File: config.mk
export PLATFORM = sky130hd
export DESIGN_NAME = bsg_scatter_one_hot
export DESIGN_NICKNAME = d
export VERILOG_FILES = /design/src/rtl/bsg_scatter_pkg.sv /design/src/rtl/bsg_scatter_lane.sv /design/src/rtl/bsg_scatter_one_hot.sv
export SDC_FILE = /design/constraint.sdc
export NUM_CORES = 1
export LEC_CHECK = 0
export BUFFER_PORTS_ARGS = -buffer_cell sky130_fd_sc_hd__buf_2
export CAP_MARGIN = 40
export CORE_MARGIN = 5
export CORE_UTILIZATION = 40
export CTS_CLUSTER_DIAMETER = 40
export DETAILED_ROUTE_END_ITERATION = 7
export PLACE_DENSITY = 0.66
export SYNTH_ARGS = -nofsm -noshare
export SYNTH_HDL_FRONTEND = slang
export SYNTH_SLANG_ARGS = --single-unit
export TNS_END_PERCENT = 5
File: constraint.sdc
create_clock -name clk_i -period 2.4 [get_ports clk_i]
set_clock_uncertainty 0.15 [all_clocks]
set_input_delay 0 -clock clk_i [delete_from_list [all_inputs] [get_ports clk_i]]
set_output_delay 0 -clock clk_i [all_outputs]
set_load 0.1 [all_outputs]
File: src/rtl/bsg_scatter_pkg.sv
// Shared types, defaults and the select classifier for the one-hot scatter.
// Broadcast of multi-hot selects is enabled by defining BSG_SCATTER_ONE_HOT_BCAST_EN.
package bsg_scatter_pkg;

  localparam int unsigned WIDTH_P_DEF          = 16;
  localparam int unsigned ELS_P_DEF            = 4;
  localparam int unsigned DROP_CNT_WIDTH_P_DEF = 8;
  localparam int unsigned SEL_MAX_W            = 64;

  typedef enum logic [1:0] {
    ZERO  = 2'd0,
    ONE   = 2'd1,
    MULTI = 2'd2
  } sel_class_e;

  // sel & (sel-1) clears the lowest set bit, so a nonzero result means two or more bits set.
  function automatic sel_class_e classify_sel(input logic [SEL_MAX_W-1:0] sel);
    if (sel == '0) return ZERO;
    if ((sel & (sel - 64'd1)) == '0) return ONE;
    return MULTI;
  endfunction

endpackage

File: src/rtl/bsg_scatter_lane.sv
// One-entry output register for a single scatter lane with ready/valid drain.
// The parent only asserts load_i when the lane is free (empty or draining this cycle).
module bsg_scatter_lane
  import bsg_scatter_pkg::*;
#(
  parameter int unsigned width_p = WIDTH_P_DEF
) (
  input  logic               clk_i,
  input  logic               reset_n_i,
  input  logic               load_i,
  input  logic [width_p-1:0] data_i,
  input  logic               ready_i,
  output logic               v_o,
  output logic [width_p-1:0] data_o
);

  logic               full_q, full_d;
  logic [width_p-1:0] data_q, data_d;

  // A reload in the drain cycle keeps the lane full with the new word.
  assign full_d = load_i | (full_q & ~ready_i);
  assign data_d = load_i ? data_i : data_q;

  always_ff @(posedge clk_i or negedge reset_n_i) begin
    if (!reset_n_i) begin
      full_q <= 1'b0;
      data_q <= '0;
    end else begin
      full_q <= full_d;
      data_q <= data_d;
    end
  end

  assign v_o    = full_q;
  assign data_o = data_q;

endmodule

File: src/rtl/bsg_scatter_one_hot.sv
// Registered one-hot scatter: routes one input word into one of els_p lane registers.
// Define BSG_SCATTER_ONE_HOT_BCAST_EN to broadcast multi-hot selects; otherwise they are dropped and flagged.
module bsg_scatter_one_hot
  import bsg_scatter_pkg::*;
#(
  parameter int unsigned width_p          = WIDTH_P_DEF,
  parameter int unsigned els_p            = ELS_P_DEF,
  parameter int unsigned drop_cnt_width_p = DROP_CNT_WIDTH_P_DEF
) (
  input  logic                        clk_i,
  input  logic                        reset_n_i,
  input  logic                        v_i,
  input  logic [width_p-1:0]          data_i,
  input  logic [els_p-1:0]            sel_one_hot_i,
  output logic                        ready_o,
  output logic [els_p-1:0]            v_o,
  output logic [els_p*width_p-1:0]    data_o,
  input  logic [els_p-1:0]            ready_i,
  output logic [drop_cnt_width_p-1:0] drop_cnt_o,
  output logic                        err_o
);

  sel_class_e              sel_class;
  logic                    sel_one, sel_multi;
  logic [els_p-1:0]        free, load;
  logic                    drop;
  logic [drop_cnt_width_p-1:0] drop_cnt_q, drop_cnt_d;

  assign sel_class = classify_sel(SEL_MAX_W'(sel_one_hot_i));
  assign sel_one   = (sel_class == ONE);
  assign sel_multi = (sel_class == MULTI);
  assign free      = ~v_o | ready_i;

`ifdef BSG_SCATTER_ONE_HOT_BCAST_EN
  // Broadcast is all-or-nothing: every selected lane must be free before accepting.
  assign ready_o = sel_one   ? |(free & sel_one_hot_i) :
                   sel_multi ? &(free | ~sel_one_hot_i) : 1'b1;
  assign load    = {els_p{v_i & ready_o & (sel_one | sel_multi)}} & sel_one_hot_i;
  assign drop    = v_i & (sel_class == ZERO);
  assign err_o   = 1'b0;
`else
  logic err_q, err_d;

  assign ready_o = sel_one ? |(free & sel_one_hot_i) : 1'b1;
  assign load    = {els_p{v_i & ready_o & sel_one}} & sel_one_hot_i;
  assign drop    = v_i & ~sel_one;
  assign err_d   = err_q | (v_i & sel_multi);

  always_ff @(posedge clk_i or negedge reset_n_i) begin
    if (!reset_n_i) err_q <= 1'b0;
    else            err_q <= err_d;
  end

  assign err_o = err_q;
`endif

  assign drop_cnt_d = (drop && !(&drop_cnt_q)) ? drop_cnt_q + drop_cnt_width_p'(1) : drop_cnt_q;

  always_ff @(posedge clk_i or negedge reset_n_i) begin
    if (!reset_n_i) drop_cnt_q <= '0;
    else            drop_cnt_q <= drop_cnt_d;
  end

  assign drop_cnt_o = drop_cnt_q;

  for (genvar k = 0; k < els_p; k++) begin : g_lane
    bsg_scatter_lane #(
      .width_p(width_p)
    ) u_lane (
      .clk_i    (clk_i),
      .reset_n_i(reset_n_i),
      .load_i   (load[k]),
      .data_i   (data_i),
      .ready_i  (ready_i[k]),
      .v_o      (v_o[k]),
      .data_o   (data_o[k*width_p +: width_p])
    );
  end

endmodule
* After elaboration in Yosys (flattened, before gate mapping) *
Cells that the tools add are included.

operators by class
  add/sub/neg operators = 2
  equality and inequality tests = 2
  multiplexer cells = 8
  bitwise logic cells = 23
  reductions and logical operators = 6

operators with widths
  operator                                          number
  bitwise AND 4 x 64 -> 64 bit                      1
  zero test 64 bit                                  1
  adder 8 x 1 -> 8 bit, second input constant       1
  bitwise AND 1 bit                                 8
  bitwise AND 4 bit                                 2
  2-to-1 mux 2 bit                                  4
  AND reduction 8 bit                               1
  NOT 1 bit                                         5
  OR 1 bit                                          5
  subtractor 4 x 1 -> 5 bit, second input constant  1
  zero test 4 bit                                   1
  2-to-1 mux 1 bit                                  4
  NOT 4 bit                                         1
  OR 4 bit                                          1
  OR reduction 4 bit                                1
  == test 2 x 1 -> 1 bit, second input constant     1
  == test 2 bit, second input constant              1
  logical AND 1 bit                                 1
  zero test 1 bit                                   1

storage, ports and cells
  register bits after elaboration = 77
  input port bits = 27
  output and inout bits = 78
  word-level logic and storage cells = 51

* Longest topological paths before layout *
  depth after elaboration = 13
  gate-level depth with buffers = 7
  depth with buffers taken out = 5

* Cells and area by module *
From an unflattened synthesis, not the netlist that was laid out.

unflattened totals
  cells, all modules = 206
  area, all modules = 3354.5 µm²

modules (own cells, without submodules)
  module               times used  cells an instance  area an instance (µm²)  seq. area each (µm²)
  bsg_scatter_lane     4           37                 683.2                   425.4
  bsg_scatter_one_hot  1           58                 621.8                   225.2

* Worst setup path before layout *
Ideal clock, no wire load.

  path type = register to register
  from = register drop_cnt_q[0] (netlist: drop_cnt_o[0])
  to = register drop_cnt_q[1] (netlist: drop_cnt_o[1])
  library setup time = 128 ps
  arrival time = 2030 ps
  data required time = 2122 ps
  setup slack = 92 ps
  stages on the path, launching flop included = 6
  buffers on the path = 0
  period minus slack after synthesis = 2308 ps
  cells stage by stage = dfrtp_1 > ha_1 > nand3_1 > nor2_1 > nor2_1 > mux2_1

between the ends
  longest elaborated chain between the ends = 3
  elaborated cells on any way between the ends = 4
  classes of those cells = add/sub (1); reduce/logical (3)

RTL lines
  element                                                                       RTL line                   text
  from (decl)                                                                   bsg_scatter_one_hot.sv:27  logic [drop_cnt_width_p-1:0] drop_cnt_q, drop_cnt_d;
  from (signal assigned)                                                        bsg_scatter_one_hot.sv:61  else drop_cnt_q <= drop_cnt_d;
  parallel branches: the longest is 3 deep, another holds adder 8 x 1 -> 8 bit  n/a

Several ways; the timed one is not identified.
A chain may end at the register's enable or synchronous reset.

* Worst setup path in the final report *
  from = input sel_one_hot_i[0]
  to = register g_lane[3].u_lane.data_q[2]

between the ends
  longest elaborated chain between the ends = 12
  elaborated cells on any way between the ends = 17
  classes of those cells = add/sub (1); eq/ne (1); mux (7); bitwise (5); reduce/logical (3)

RTL lines
  element                         RTL line                   text
  from (decl)                     bsg_scatter_one_hot.sv:14  input logic [els_p-1:0] sel_one_hot_i,
  subtractor 4 x 1 -> 5 bit       bsg_scatter_pkg.sv:19      if ((sel & (sel - 64'd1)) == '0) return ONE;
  bitwise AND 4 x 64 -> 64 bit    bsg_scatter_pkg.sv:19
  zero test 64 bit                bsg_scatter_pkg.sv:19
  2-to-1 mux 1 bit (2 in series)  bsg_scatter_pkg.sv:19
  2-to-1 mux 2 bit                bsg_scatter_pkg.sv:20      return MULTI;
  2-to-1 mux 2 bit                bsg_scatter_pkg.sv:19
  == test 2 x 1 -> 1 bit          bsg_scatter_one_hot.sv:30  assign sel_one = (sel_class == ONE);
  2-to-1 mux 1 bit                bsg_scatter_one_hot.sv:44  assign ready_o = sel_one ? |(free & sel_one_hot_i) : 1'b1;
  bitwise AND 1 bit               bsg_scatter_one_hot.sv:45  assign load = {els_p{v_i & ready_o & sel_one}} & sel_one_hot_i;
  bitwise AND 1 bit *             bsg_scatter_one_hot.sv:45
  bitwise AND 4 bit *             bsg_scatter_one_hot.sv:45
  to (signal assigned)            bsg_scatter_lane.sv:30     data_q <= data_d;
  to (decl)                       bsg_scatter_lane.sv:18     logic [width_p-1:0] data_q, data_d;

Mark *: on every way between the ends. The rest lies on a longest branch, timed or not. The select of a mux whose other input is x is not followed.

==> summary.md <==
| Metric | Value |
|---|---|
| Crit path max fanout | 16 |
| First-pass GRT wire length | 12,260 microns |
| Core box area | 0.007727 sq mm |
| # DRC | 0 |
| I/O Pins | 105 |
| DR vias/cell | 4.900 |
| Ys flop type | dfrtp_1 |
| Pin count of the biggest net entering global routing | 47 |
| Filler instances | 659 |
| PostCTS Resize Cnt | 0 |
| Crit-path max cell delay | 0.57 ns |
| Initial Util | 41.19% |
| Clk pin slew, worst setup/hold paths | 0.08 ns |
| Post-synthesis instance area | 0.003183 sq mm |
| Yosys warning count | 0 |
| Rel. slew slack | 59.48% |
| Asr flop ratio synth | 100.0% |
| Slew Viols, Final | 0 |
| Xor/xnor share of the synthesized area | 1.651% |
| Max Fclk | 0.4559 GHz |
| Mapped Cells | 209 |
| WP data required | 2.47 ns |
| Buffers on Ports | 104 |
| CTS Sinks | 77 |
| Tcrit/Tclk final | 91.39% |
| Area Growth Syn to Fin | 35.85% |
| Via count | 2,210 |
| Top cells by area, synth | dfrtp_1 (61%), mux2_1 (17%), mux2_2 (6.4%) |
| Worst Path Arrival | 2.26 ns |
| Final Setup Violations | 0 |
| Row count | 32 |
| DIE HEIGHT | 99.21 microns |
| Fraction of the mapped netlist area in adder cells | 0.7075% |
| Status | finished clean |
| Most frequent cell after synthesis | dfrtp_1 |
| RSZ-0062 raised after global routing | no |
| Largest family of logic cells by synthesized area | multiplexers |
| Post-synthesis compound-gate area fraction | 4.914% |
| Top Family by Delay on Critical Path | buffers and inverters |
| Pre-antenna DRT Iters | 4 |
| Slew @ Worst Pin | 0.6072 ns |
| Syn_nets | 237 |
| Gr usage total | 15.81% |
| Die X-Extent | 99.21 microns |
| Die ar. | 0.009842 sq mm |
| Crit-path cells | dlygate4sd3_1 -> buf_2 -> or4b_4 -> o211ai_2 -> o2111a_1 -> buf_4 -> mux2_2 |
| Share of layout cells above drive strength 1 | 42.69% |
| Ant diodes | 0 |
| Max Cap Viol | 0 |
| Mux share of post-synthesis cell area | 23.70% |
| Routability cong. | 0.8100 |
| Buffers & Inverters on Critical Path | 3 |
| Most common library cells after synthesis | dfrtp_1 (77), mux2_1 (49), mux2_2 (18), buf_4 (8) |
| CP endpoint kind | register |
| Worst skew pair latency | 0.33 ns |
| Final Hold Fails | 0 |
| Wire per inst | 16.31 microns |
| Number of enable flip-flop cells after synthesis | 0 |
| Worst setup SP type | primary input |
| Post-synth top area share | 60.53% |
| Vias in the first global route | 2,345 |
| CTS Buffer Depth | 2 |
| Root Buffer | clkbuf_8 |
| H-Tree Depth | 3 |
| Initial antenna violation count | 0 |
| CTS tree | yes |
| Flops & latches, synth | 77 |
| Detailed Place HPWL | 5162 microns |
| Worst hold-check path type | primary input to async pin |
| Register area share after synthesis | 60.53% |
| Critical-path top delay cell | or4b_4 |
| Fin crit period | 2.193 ns |
| Unique masters post-synth | 32 |
| DR iter-0 viols | 67 |
| NumNets Final | 372 |
| Simple-gate share of the synthesized area | 5.031% |
| CTS Buf Count | 9 |
| Gr ovfl total | 0 |
| Setup_tns | 0 ns |
| Dominant cell type by area after synthesis | dfrtp_1 |
| Routed WL | 7358 microns |
| Setup CP Type | primary input to register |
| Avg Inst Size Synth | 15.23 sq um |
| DRT antenna net count | 0 |
## tightest hold or removal path: stages
cell	delay (ns)
dlygate4sd3_1	0.53
buf_4	0.15
buf_12	0.20
## per-layer routing
layer | up-vias | track usage [%] | wire (microns)
met5 | - | 0 | 0
met4 | 0 | 7.878 | 184
met3 | 18 | 3.506 | 374
met2 | 65 | 25.88 | 3640
met1 | 1105 | 19.73 | 3158
li1 | 1022 | - | -
## timing repair
action | 4_1_cts | 5_1_grt
hold buffers | 27 | 0
setup buffers | 0 | 0
hold endpoints to repair | 146 | 0
endpoints found under the setup margin | 0 | 0
## flip-flops by register name, summed over array words and instances, names as in the netlist
register	flops
drop_cnt_o	8
g_lane.u_lane.data_o	64
err_o	1
g_lane.u_lane.v_o	4
## logic make-up (layout without fill, tap and decap cells)
| family | Yosys count | in the layout |
|---|---|---|
| flip-flops | 77 | 77 |
| multiplexers | 67 | 67 |
| AND/OR/NAND/NOR | 27 | 27 |
| AO/OA/AOI/OAI | 17 | 17 |
| buffers and inverters | 13 | 153 |
| XOR/XNOR | 6 | 6 |
| adder cells (fa/ha/maj) | 2 | 2 |
## cell usage in the layout, fill, tap and decap left out, types with 2 or more instances in the layout
cell / n
buf_2: 103
dfrtp_1: 77
mux2_1: 49
dlygate4sd3_1: 26
mux2_2: 18
clkbuf_8: 12
nand2b_1: 5
o21ai_0: 5
xor2_1: 5
buf_4: 5
nand3_1: 4
nor2_1: 4
nand2_1: 4
bufinv_16: 3
or4b_4: 2
a22oi_1: 2
a22o_1: 2
a211oi_4: 2
o2111a_1: 2
nor3_1: 2
nand4_1: 2
## metrics by stage
step                      hold slack, ns  setup WS [ns]  std cells  utilization [%]  area [sq um]
final                            0.02881         0.2065        451            55.96          4324
after global placement           0.06095         0.4438        407            48.62          3757
after floorplan                  -0.4456        0.09166        209                -          3183
after CTS                       0.004292         0.2324        451            55.96          4324
after detailed placement         -0.1760         0.4104        408            48.98          3785
after global routing             0.04173         0.1242        451            55.96          4324
## layout make-up
class / count / area, sq um / area share (%)
well taps: 102 / 127.6 / 2.951
inverters: 1 / 3.754 / 0.08681
flip-flops and latches: 77 / 1927 / 44.56
clock inverters: 3 / 90.09 / 2.083
repair buffers: 136 / 860.8 / 19.91
multi-input cells: 119 / 1146 / 26.50
clock buffers: 13 / 168.9 / 3.906
## worst paths after layout
path	cells after the start	endpoint	start	slack (ns)
max	7	g_lane[3].u_lane.data_o[2]$_DFFE_PN0P_	sel_one_hot_i[0]	0.21
max reg2reg	5	g_lane[1].u_lane.data_o[3]$_DFFE_PN0P_	g_lane[0].u_lane.v_o$_DFF_PN0_	0.46
min in group clk_i	3	g_lane[2].u_lane.data_o[8]$_DFFE_PN0P_	data_i[8]	0.31
max in group asynchronous	3	g_lane[1].u_lane.data_o[3]$_DFFE_PN0P_	reset_n_i	1.83
min	3	g_lane[1].u_lane.data_o[10]$_DFFE_PN0P_	reset_n_i	0.03
min reg2reg	1	err_o$_DFF_PN0_	err_o$_DFF_PN0_	0.33
Power is not shown: default switching activity piles up to over one toggle a cycle in this logic, so the estimate is an artifact.
